### config.mk
export PLATFORM = sky130hd
export DESIGN_NAME = priority_encoder
export DESIGN_NICKNAME = d
export VERILOG_FILES = /design/src/rtl/priority_encoder_onehot_lsb.sv /design/src/rtl/priority_encoder.sv
export SDC_FILE = /design/constraint.sdc
export NUM_CORES = 1
export LEC_CHECK = 0
export CORE_AREA = 2 2 39 41
export CTS_BUF_LIST = sky130_fd_sc_hd__clkbuf_2
export DETAILED_ROUTE_END_ITERATION = 10
export DIE_AREA = 0 0 41 43
export PLACE_DENSITY = 0.69
export REMOVE_ABC_BUFFERS = 1
export SETUP_SLACK_MARGIN = 0.15
export SYNTH_ARGS = -nofsm -noshare
export SYNTH_HDL_FRONTEND = slang
export SYNTH_SLANG_ARGS = --single-unit
### constraint.sdc
create_clock -name clk_i -period 0.8 [get_ports clk_i]
set_clock_uncertainty 0.15 [all_clocks]
set_input_delay 0.16 -clock clk_i [delete_from_list [all_inputs] [get_ports clk_i]]
set_output_delay 0.16 -clock clk_i [all_outputs]
set_load 0.05 [all_outputs]
### src/rtl/priority_encoder_onehot_lsb.sv
// Combinational lowest-set-bit isolator: returns a one-hot mask of the
// least-significant 1 in data, or all zeros when data is zero.
module priority_encoder_onehot_lsb #(
  parameter int WIDTH = 4
) (
  input  logic [WIDTH-1:0] data,
  output logic [WIDTH-1:0] onehot
);

  // Two's complement of data flips every bit above the lowest 1 and keeps
  // that 1, so the AND leaves only the lowest set bit. Zero maps to zero.
  assign onehot = data & (~data + WIDTH'(1));

endmodule

### src/rtl/priority_encoder.sv
// Registered two-sided priority encoder: one-hot masks of the highest and
// lowest set bits of each valid input word, one cycle after acceptance.
module priority_encoder #(
  parameter int WIDTH = 4
) (
  input  logic             clk_i,
  input  logic             srst_i,
  input  logic [WIDTH-1:0] data_i,
  input  logic             data_val_i,
  output logic [WIDTH-1:0] data_left_o,
  output logic [WIDTH-1:0] data_right_o,
  output logic             data_val_o
);

  logic [WIDTH-1:0] data_rev;
  logic [WIDTH-1:0] left_rev;
  logic [WIDTH-1:0] left_next;
  logic [WIDTH-1:0] right_next;

  logic [WIDTH-1:0] data_left_reg;
  logic [WIDTH-1:0] data_right_reg;
  logic             data_val_reg;

  // The highest set bit is the lowest set bit of the bit-reversed word, so
  // the same isolator serves both sides; only wiring differs.
  generate
    for (genvar gi = 0; gi < WIDTH; gi++) begin : g_rev
      assign data_rev[gi]  = data_i[WIDTH-1-gi];
      assign left_next[gi] = left_rev[WIDTH-1-gi];
    end
  endgenerate

  priority_encoder_onehot_lsb #(
    .WIDTH (WIDTH)
  ) u_lsb_right (
    .data   (data_i),
    .onehot (right_next)
  );

  priority_encoder_onehot_lsb #(
    .WIDTH (WIDTH)
  ) u_lsb_left (
    .data   (data_rev),
    .onehot (left_rev)
  );

  // Output registers: reset clears all, valid loads masks, idle holds masks
  // and drops the strobe so it never stretches.
  always_ff @(posedge clk_i) begin
    if (srst_i) begin
      data_left_reg  <= '0;
      data_right_reg <= '0;
      data_val_reg   <= 1'b0;
    end else begin
      data_val_reg <= data_val_i;
      if (data_val_i) begin
        data_left_reg  <= left_next;
        data_right_reg <= right_next;
      end
    end
  end

  assign data_left_o  = data_left_reg;
  assign data_right_o = data_right_reg;
  assign data_val_o   = data_val_reg;

endmodule

==> metrics.md, run 1 <==
| Metric | Value |
|---|---|
| R2R Setup Slk | -0.05 ns |
| Critical path class | flip-flop to primary output |
| Worst Slack Setup Final | -0.2545 ns |
| Initial antenna violation count | 0 |
| Multi-input logic area | 181.4 um^2 |
| Max rail drop VDD | 942.2 uV |
| Clock Latency Late Sink | 0.24 ns |
| Num CTS Buffers | 3 |
| Buffers added on ports | 15 |
| Min Tclk post-route | 1.054 ns |
| Post-DR vias/cell | 4.644 |
| Startpoint of the worst hold path | data_val_i |
| Final Slew Violations | 0 |
| CP cell instances | buf_12 |
| Max-capacitance violation count | 0 |
| Synth Area per Inst | 10.97 um^2 |
| Leak | 0.2932 nW |
| WL/cell | 10.68 um |
| Placed cell count | 68 |
| Fillers | 129 |
| Drt first-iter violations | 4 |
| Drt pass-1 iters | 4 |
| Fin crit share | 1.318 |
| CTS tree | built |
| Crit path largest cell delay | 0.37 ns |
| Pwr Density | 1449 nW/um^2 |
| Vias | 339 |
| Drt drc | 0 |
| Final layout net count | 65 |
| Crit path launch | data_right_o[3] |
| Horiz. Die Dim | 41 um |
| Area Growth Syn to Fin | 85.23% |
| Post-place setup slack | -0.5858 ns |
| Max Fclk | 948.3 MHz |
| Hold violation count in the final report | 0 |
| Core area | 1384 um^2 |
| Worst Hold Path EP | data_val_o |
| Commonest non-fill, non-tap cells in the layout | dfxtp_2, buf_12, clkbuf_2, buf_2, buf_4 |
| Clock Tree Buf Depth | 2 |
| Worst hold stages | 2 |
| Antenna cell count | 0 |
| Global-route wire length before repair | 1.345 mm |
| Clk sink count | 9 |
| CTS Hold Bufs | 0 |
| CP Data Required Time | 0.49 ns |
| CP delay by family, top | flip-flops |
| Top Metal Used | met4 |
| Number of global-route vias before repair | 321 |
| GR Util All Layers | 0.1196 |
| Number of buffers and inverters on the critical path | 1 |
| Setup-failing EPs final | 11 |
| Share of cells above drive strength 1 | 0.6491 |
| Area contributors post-synth | dfxtp_1, nand2b_1, nor4b_4 |
| Vert. Die Dim | 43 um |
| Distinct cells, synth | 13 |
| Met3 routed wirelength | 56 um |
| CP Data Arrival Time | 0.74 ns |
| Failing checks | setup timing |
| Initial Utilization | 0.2694 |
| Worst R2R End | data_right_o[1] |
| Crit Path Max Fanout | 2 |
| Yosys warns | 0 |
| Clk pin slew, worst setup/hold paths | 0.09 ns |
| Total Wirelength | 780 um |
| Startpoint Class | flip-flop |
| Largest area contributor in the netlist | dfxtp_1 |
| Row cnt | 14 |
| Routed length on met1 | 320 um |
| Post-Syn Instances | 34 |
| FF-to-FF path depth | 3 |
| FF-to-FF Start | data_right_o[1] |
| Kind of end point of the critical path | primary output |
| Outcome | finished, violations left |
| Slew HR | 0.8507 |
| Non-Filler Instances | 73 |
| Cell area after synthesis | 372.9 um^2 |
| Sequential-to-total area share from yosys stat | 0.4832 |
| RSZ-0062 raised after global routing | true |
| Root Buffer | clkbuf_2 |
| Wire length on met2 | 390 um |
| Die Area | 1763 um^2 |
| Area fraction of the dominant cell type after synthesis | 0.4832 |
| Pin count of the biggest net entering global routing | 9 |
| GP Congestion | 0.7812 |
| Flip-flop and latch count after synthesis | 9 |
| Hold crit path type | input port to flip-flop |
| Register area | 191.4 um^2 |
| I/O pin cnt | 16 |
| CP max stage cell | dfxtp_2 |
| HPWL Detailed | 593.9 um |
| Actual slew at the worst max-slew pin | 0.2230 ns |
| Gr ovfl total | 0 |
| Post-DRT Antenna Nets | 0 |
| H-tree Lvls | 1 |
-- cells in the mapped netlist --
master,number
mux2i_1,2
a32o_1,2
nor4b_4,1
nor2_1,3
a21oi_1,4
inv_1,2
nand2b_1,4
dfxtp_1,9
nand4bb_1,2
and2b_2,1
buf_4,1
nand3b_1,2
buf_6,1
-- sequential cells by signal, indices dropped and copies added (netlist names) --
signal,flops
data_val_o,1
data_left_o,4
data_right_o,4
-- area by class of cell --
type	instances	area share
sequential	9	0.2772
clock buffer	4	0.02899
multi-input combinational	21	0.2627
inverter	2	0.01087
tap	16	0.02899
timing repair buffer	21	0.3913
-- worst max path at each step --
stage | to | slack, ns | cells after the start
2_1_floorplan | data_left_o[1] | -0.25 | 2
3_3_place_gp | data_left_o[3] | -0.58 | 4
3_5_place_dp | data_left_o[0] | -0.59 | 3
4_1_cts | data_right_o[3] | -0.28 | 1
5_1_grt | data_right_o[3] | -0.30 | 1
6_report | data_right_o[3] | -0.25 | 1
-- report_power, final --
| group | total, mW | internal, mW | switching (mW) |
|---|---|---|---|
| combinational | 0.235 | 0.122 | 0.113 |
| sequential | 0.484 | 0.468 | 0.0164 |
| clock | 0.283 | 0.133 | 0.150 |
-- per-layer routing --
metal	vias up	GRT usage
li1	166	-
met1	161	0.1387
met2	10	0.1563
met3	2	0.05759
met4	0	0.1000
met5	-	0
-- per-stage QoR --
step	TNS [ns]	power, mW	utilization	instance area [um^2]	hold WS [ns]
floorplan	-2.829	0.5748	-	354.1	0.07907
global placement	-5.131	0.7248	0.4711	651.9	0.3413
detailed placement	-5.150	0.7274	0.4711	651.9	0.3425
CTS	-2.380	1.018	0.4846	670.6	0.06823
global route	-2.683	1.060	0.4991	690.7	0.06569
finish	-2.192	1.001	0.4991	690.7	0.08294
-- cell families (layout without fill, tap and decap cells) --
kind of cell    count (synthesis)  in the layout  share of synthesized area
compound gates                  6              6                     0.1074
buf+inv                         4             27                    0.07048
flops                           9              9                     0.4832
simple gates                   13             13                     0.2852
mux                             2              2                    0.05369
-- repair_timing --
item	in CTS	in global routing
pin swaps	4	5
setup endpoints to repair	18	17
buffers inserted	0	1
gates resized for setup	27	5
Power figures use the tool's default switching activity.
==> run 2: changes to the inputs <==
- PLACE_DENSITY: 0.69 -> 0.67
- clock period: 0.8 -> 1.12 ns (I/O delays scaled with it)
==> run 2 against run 1 <==
The flow still finishes with violations (setup timing). Count of clock-buffer cells in the layout is the same. Global-route usage shrank 0.49 points. First-iteration DRC count shrank 25%. Sequential power shrank 29%. Sequential cell count is the same. Worst setup slack gained 0.25 ns. Die area is the same. Largest power group unchanged.
==> metrics.md, run 2 (synthesis gave the netlist of run 1 again) <==
| Metric | Value |
|---|---|
| Outcome | finished, violations left |
| Failing checks | setup timing |
| GR Util All Layers | 0.1147 |
| Gr ovfl total | 0 |
| Worst Slack Setup Final | -0.007030 ns |
| Initial Utilization | 0.2694 |
| CP Data Required Time | 0.75 ns |
| Crit Path Max Fanout | 2 |
| Leak | 0.2840 nW |
| Fin crit share | 1.006 |
| Met1 usage | 0.1294 |
| Share of cells above drive strength 1 | 0.5357 |
| Drt first-iter violations | 3 |
| Antenna cell count | 0 |
| Design Power | 716.4 uW |
| CP cell instances | buf_12 |
| Max-capacitance violation count | 0 |
| RSZ-0062 raised after global routing | true |
| Total Wirelength | 794 um |
| CP Data Arrival Time | 0.75 ns |
| Final layout net count | 64 |
| CTS tree | built |
| CP max stage cell | dfxtp_2 |
| Number of global-route vias before repair | 302 |
| Pwr Density | 1064 nW/um^2 |
| Clk sink count | 9 |
| Critical path class | flip-flop to primary output |
| Horiz. Die Dim | 41 um |
| Final core utilization | 0.4864 |
| Drt drc | 0 |
| Vert. Die Dim | 43 um |
| WL/cell | 11.03 um |
| Clk pin slew, worst setup/hold paths | 0.10 ns |
| CTS Hold Bufs | 0 |
| Kind of end point of the critical path | primary output |
| Hold crit path type | input port to flip-flop |
| I/O pin cnt | 16 |
| HPWL Detailed | 587.8 um |
| Commonest non-fill, non-tap cells in the layout | dfxtp_2, buf_12, clkbuf_2, buf_4 |
| Actual slew at the worst max-slew pin | 0.2568 ns |
| CP delay by family, top | flip-flops |
| Final Slew Violations | 0 |
| Die Area | 1763 um^2 |
| Buffers added on ports | 15 |
| Setup-failing EPs final | 4 |
| Root Buffer | clkbuf_2 |
| Drt pass-1 iters | 4 |
| Slew HR | 0.8288 |
| Min Tclk post-route | 1.127 ns |
| H-tree Lvls | 1 |
| Hold violation count in the final report | 0 |
| Vias | 334 |
| Max Fclk | 887.3 MHz |
| Pin count of the biggest net entering global routing | 7 |
| GP Congestion | 0.7917 |
| Initial antenna violation count | 0 |
| Area Growth Syn to Fin | 80.54% |
| Crit path largest cell delay | 0.37 ns |
| Post-DR vias/cell | 4.639 |
| Startpoint Class | flip-flop |
| Max rail drop VDD | 517.8 uV |
| Fillers | 132 |
| Clock Tree Buf Depth | 2 |
| Number of buffers and inverters on the critical path | 1 |
| Core area | 1384 um^2 |
| Clock Latency Late Sink | 0.25 ns |
| Post-DRT Antenna Nets | 0 |
| Row cnt | 14 |
| GRT met3 Usage | 0.07853 |
| Global-route wire length before repair | 1.255 mm |
| Num CTS Buffers | 3 |
| Met2 usage | 0.1469 |
| GRT busiest layer | met2 |
==> run 2: cell count changes in the layout (fill, tap and decap cells not counted) <==
cell / change
buf_6: -2
clkdlybuf4s15_1: +1
clkbuf_2: +1
a21oi_1: +2
dlygate4sd2_1: +2
nand2b_4: -1
a21oi_2: -2
buf_2: -4
buf_4: +1
nand2b_1: +1
==> run 2: area by class of cell <==
| class | count | area [um^2] | area share |
|---|---|---|---|
| timing repair buffer | 20 | 267.8 | 0.3978 |
| sequential | 9 | 191.4 | 0.2844 |
| multi-input combinational | 21 | 166.4 | 0.2472 |
| clock buffer | 4 | 20.02 | 0.02974 |
| tap | 16 | 20.02 | 0.02974 |
| inverter | 2 | 7.507 | 0.01115 |
==> run 2: per-stage QoR <==
| stage | instances | setup slack [ns] | cell area [um^2] | setup TNS [ns] | hold slack [ns] |
|---|---|---|---|---|---|
| 2_1_floorplan | 32 | 0.06963 | 354.1 | 0 | 0.1431 |
| 5_1_grt | 72 | -0.05003 | 673.1 | -0.3485 | 0.1360 |
| 3_3_place_gp | 68 | -0.3567 | 651.9 | -2.797 | 0.3387 |
| 6_report | 72 | -0.007030 | 673.1 | -0.02496 | 0.1178 |
| 3_5_place_dp | 68 | -0.3503 | 651.9 | -2.734 | 0.3441 |
| 4_1_cts | 72 | -0.01963 | 675.6 | -0.1070 | 0.2867 |
==> run 2: worst paths after layout <==
kind	startpoint	endpoint	cells after the start	slack, ns
setup / recovery	data_right_o[1]	data_right_o[1]	1	-0.007
hold / removal	data_i[2]	data_left_o[2]	3	0.12
setup reg to reg	data_left_o[0]	data_left_o[0]	1	0.32
hold reg to reg	data_left_o[2]	data_left_o[2]	2	0.34
==> run 2: where the power goes <==
part / leakage, nW / internal (mW) / switching [mW]
sequential: 0.0773 / 0.334 / 0.0113
combinational: 0.190 / 0.0832 / 0.0775
clock: 0.0166 / 0.0949 / 0.115
==> run 2: timing repair <==
item	CTS	global route
endpoints found under the setup margin	18	11
buffers inserted	0	0
resized for setup	15	3
pin swaps	0	2
==> run 2: layer usage <==
layer  vias up  part of all wire
met4         0             0.023
met5         -                 0
met2        12              0.48
met1       154              0.41
li1        163                 -
met3         5             0.086
==> run 2: tightest hold or removal path: cells and delay by family <==
kind                   cells  cell delay (ns)
buffers and inverters      1             0.12
AND/OR/NAND/NOR            1             0.09
AO/OA/AOI/OAI              1             0.06
==> run 3: changes to the inputs <==
- CAP_MARGIN: unset -> 0
- SKIP_CTS_REPAIR_TIMING: unset -> 1
==> run 3 against run 2 <==
First-iteration DRC count fell by 33%. Worst hold slack improved by 0.065 ns. Final area rose by 3.7%. Via count fell by 0.90%. Combinational power rose by 3%. Total power rose by 0.50%. Count of clock-buffer cells in the layout did not move. Final cell count did not move. Worst setup slack improved by 0.0024 ns. Sequential share of layout area fell by 1.0 points. The flow still finishes with violations (setup timing).
==> metrics.md, run 3 (synthesis gave the netlist of run 1 again) <==
| Metric | Value |
|---|---|
| Die Area | 1763 um^2 |
| Register area | 191.4 um^2 |
| CP cell instances | buf_12 |
| Worst Slack Setup Final | -0.004661 ns |
| Hold violation count in the final report | 0 |
| Startpoint Class | flip-flop |
| Outcome | finished, violations left |
| Internal | 517.4 uW |
| CP max stage cell | dfxtp_2 |
| Post-DR vias/cell | 4.597 |
| WL/cell | 10.99 um |
| Setup-failing EPs final | 4 |
| CP Data Required Time | 0.75 ns |
| Final TNS setup | -0.01528 ns |
| Final layout net count | 64 |
| Crit Path Max Fanout | 2 |
| R2R Setup Slk | 0.32 ns |
| Clock share of power | 0.290 |
| Number of global-route vias before repair | 310 |
| Global-route wire length before repair | 1.283 mm |
| Fillers | 127 |
| GR Util All Layers | 0.1167 |
| Total Wirelength | 791 um |
| Min Tclk post-route | 1.125 ns |
| Pin count of the biggest net entering global routing | 7 |
| Commonest non-fill, non-tap cells in the layout | dfxtp_2, buf_12, dlymetal6s2s_1 |
| Slew HR | 0.8262 |
| Final core utilization | 0.5045 |
| Initial Utilization | 0.2694 |
| Drt drc | 0 |
| Fin crit share | 1.004 |
| Vias | 331 |
| Net Switching | 202.6 uW |
| H-tree Lvls | 1 |
| Multi-input logic area | 166.4 um^2 |
| Combinational share of power | 0.230 |
| Actual slew at the worst max-slew pin | 0.2603 ns |
| Drt first-iter violations | 2 |
| CP Data Arrival Time | 0.75 ns |
| Number of buffers and inverters on the critical path | 1 |
| Max rail drop VDD | 513.7 uV |
| Drt pass-1 iters | 2 |
| HPWL Detailed | 587.8 um |
| Share of cells above drive strength 1 | 0.5179 |
| Failing checks | setup timing |
| Leak | 0.3325 nW |
| CTS tree | built |
| Post-DRT Antenna Nets | 0 |
| Hold Slack | 0.1828 ns |
| Clk sink count | 9 |
| Pwr Density | 1031 nW/um^2 |
| I/O pin cnt | 16 |
| Num CTS Buffers | 3 |
| Gr ovfl total | 0 |
| Antenna cell count | 0 |
| Vert. Die Dim | 43 um |
| Horiz. Die Dim | 41 um |
| Kind of end point of the critical path | primary output |
| CP delay by family, top | flip-flops |
| Max Fclk | 889.2 MHz |
| Non-Filler Instances | 72 |
| Sequential share of power | 0.480 |
| Design Power | 720.0 uW |
| Area Growth Syn to Fin | 87.25% |
| Core area | 1384 um^2 |
| Placed cell count | 68 |
| Root Buffer | clkbuf_2 |
| Max-capacitance violation count | 0 |
| GP Congestion | 0.7917 |
| Sw Share | 0.2814 |
| Row cnt | 14 |
| Crit path largest cell delay | 0.36 ns |
| Buffers added on ports | 15 |
| Final Slew Violations | 0 |
| Clock Latency Late Sink | 0.24 ns |
| Initial antenna violation count | 0 |
| Critical path class | flip-flop to primary output |
| Clk pin slew, worst setup/hold paths | 0.09 ns |
| Clock Tree Buf Depth | 2 |
| RSZ-0062 raised after global routing | true |
| Hold crit path type | input port to flip-flop |
-- run 3: cell count changes in the layout (fill, tap and decap cells not counted) --
cell             delta
clkbuf_2            -1
clkdlybuf4s15_1     -1
dlygate4sd2_1       -4
dlymetal6s2s_1      +6
-- run 3: final cells by class --
type / count / share of cell area
repair buffers: 20 / 0.4194
flip-flops and latches: 9 / 0.2742
multi-input cells: 21 / 0.2384
clock buffers: 4 / 0.02867
well taps: 16 / 0.02867
inverters: 2 / 0.01075
-- run 3: power groups by stage --
stage          clock [mW]  combinational, mW  sequential (mW)
6_report            0.209              0.166            0.345
4_1_cts             0.220              0.169            0.343
5_1_grt             0.237              0.175            0.346
2_1_floorplan           0             0.0259            0.385
3_3_place_gp            0              0.167            0.350
3_5_place_dp            0              0.168            0.351
-- run 3: final timing paths --
check	to	from	cells after the start
worst min-delay path	data_left_o[2]	data_i[2]	3
worst max register to register	data_left_o[0]	data_left_o[0]	1
worst max-delay path	data_right_o[1]	data_right_o[1]	1
worst min register to register	data_left_o[2]	data_left_o[2]	2
-- run 3: per-stage QoR --
step	setup slack [ns]	instance area [um^2]
final	-0.004661	698.2
after global routing	-0.05003	698.2
after CTS	-0.08444	671.9
after detailed placement	-0.3503	651.9
after global placement	-0.3567	651.9
after floorplan	0.06963	354.1
-- run 3: metal layers --
metal | GRT usage | vias to the layer above | wire length, um
met5 | 0 | - | 0
met4 | 0.08000 | 0 | 20
met1 | 0.1294 | 153 | 314
met2 | 0.1531 | 12 | 386
li1 | - | 162 | -
met3 | 0.07853 | 4 | 70
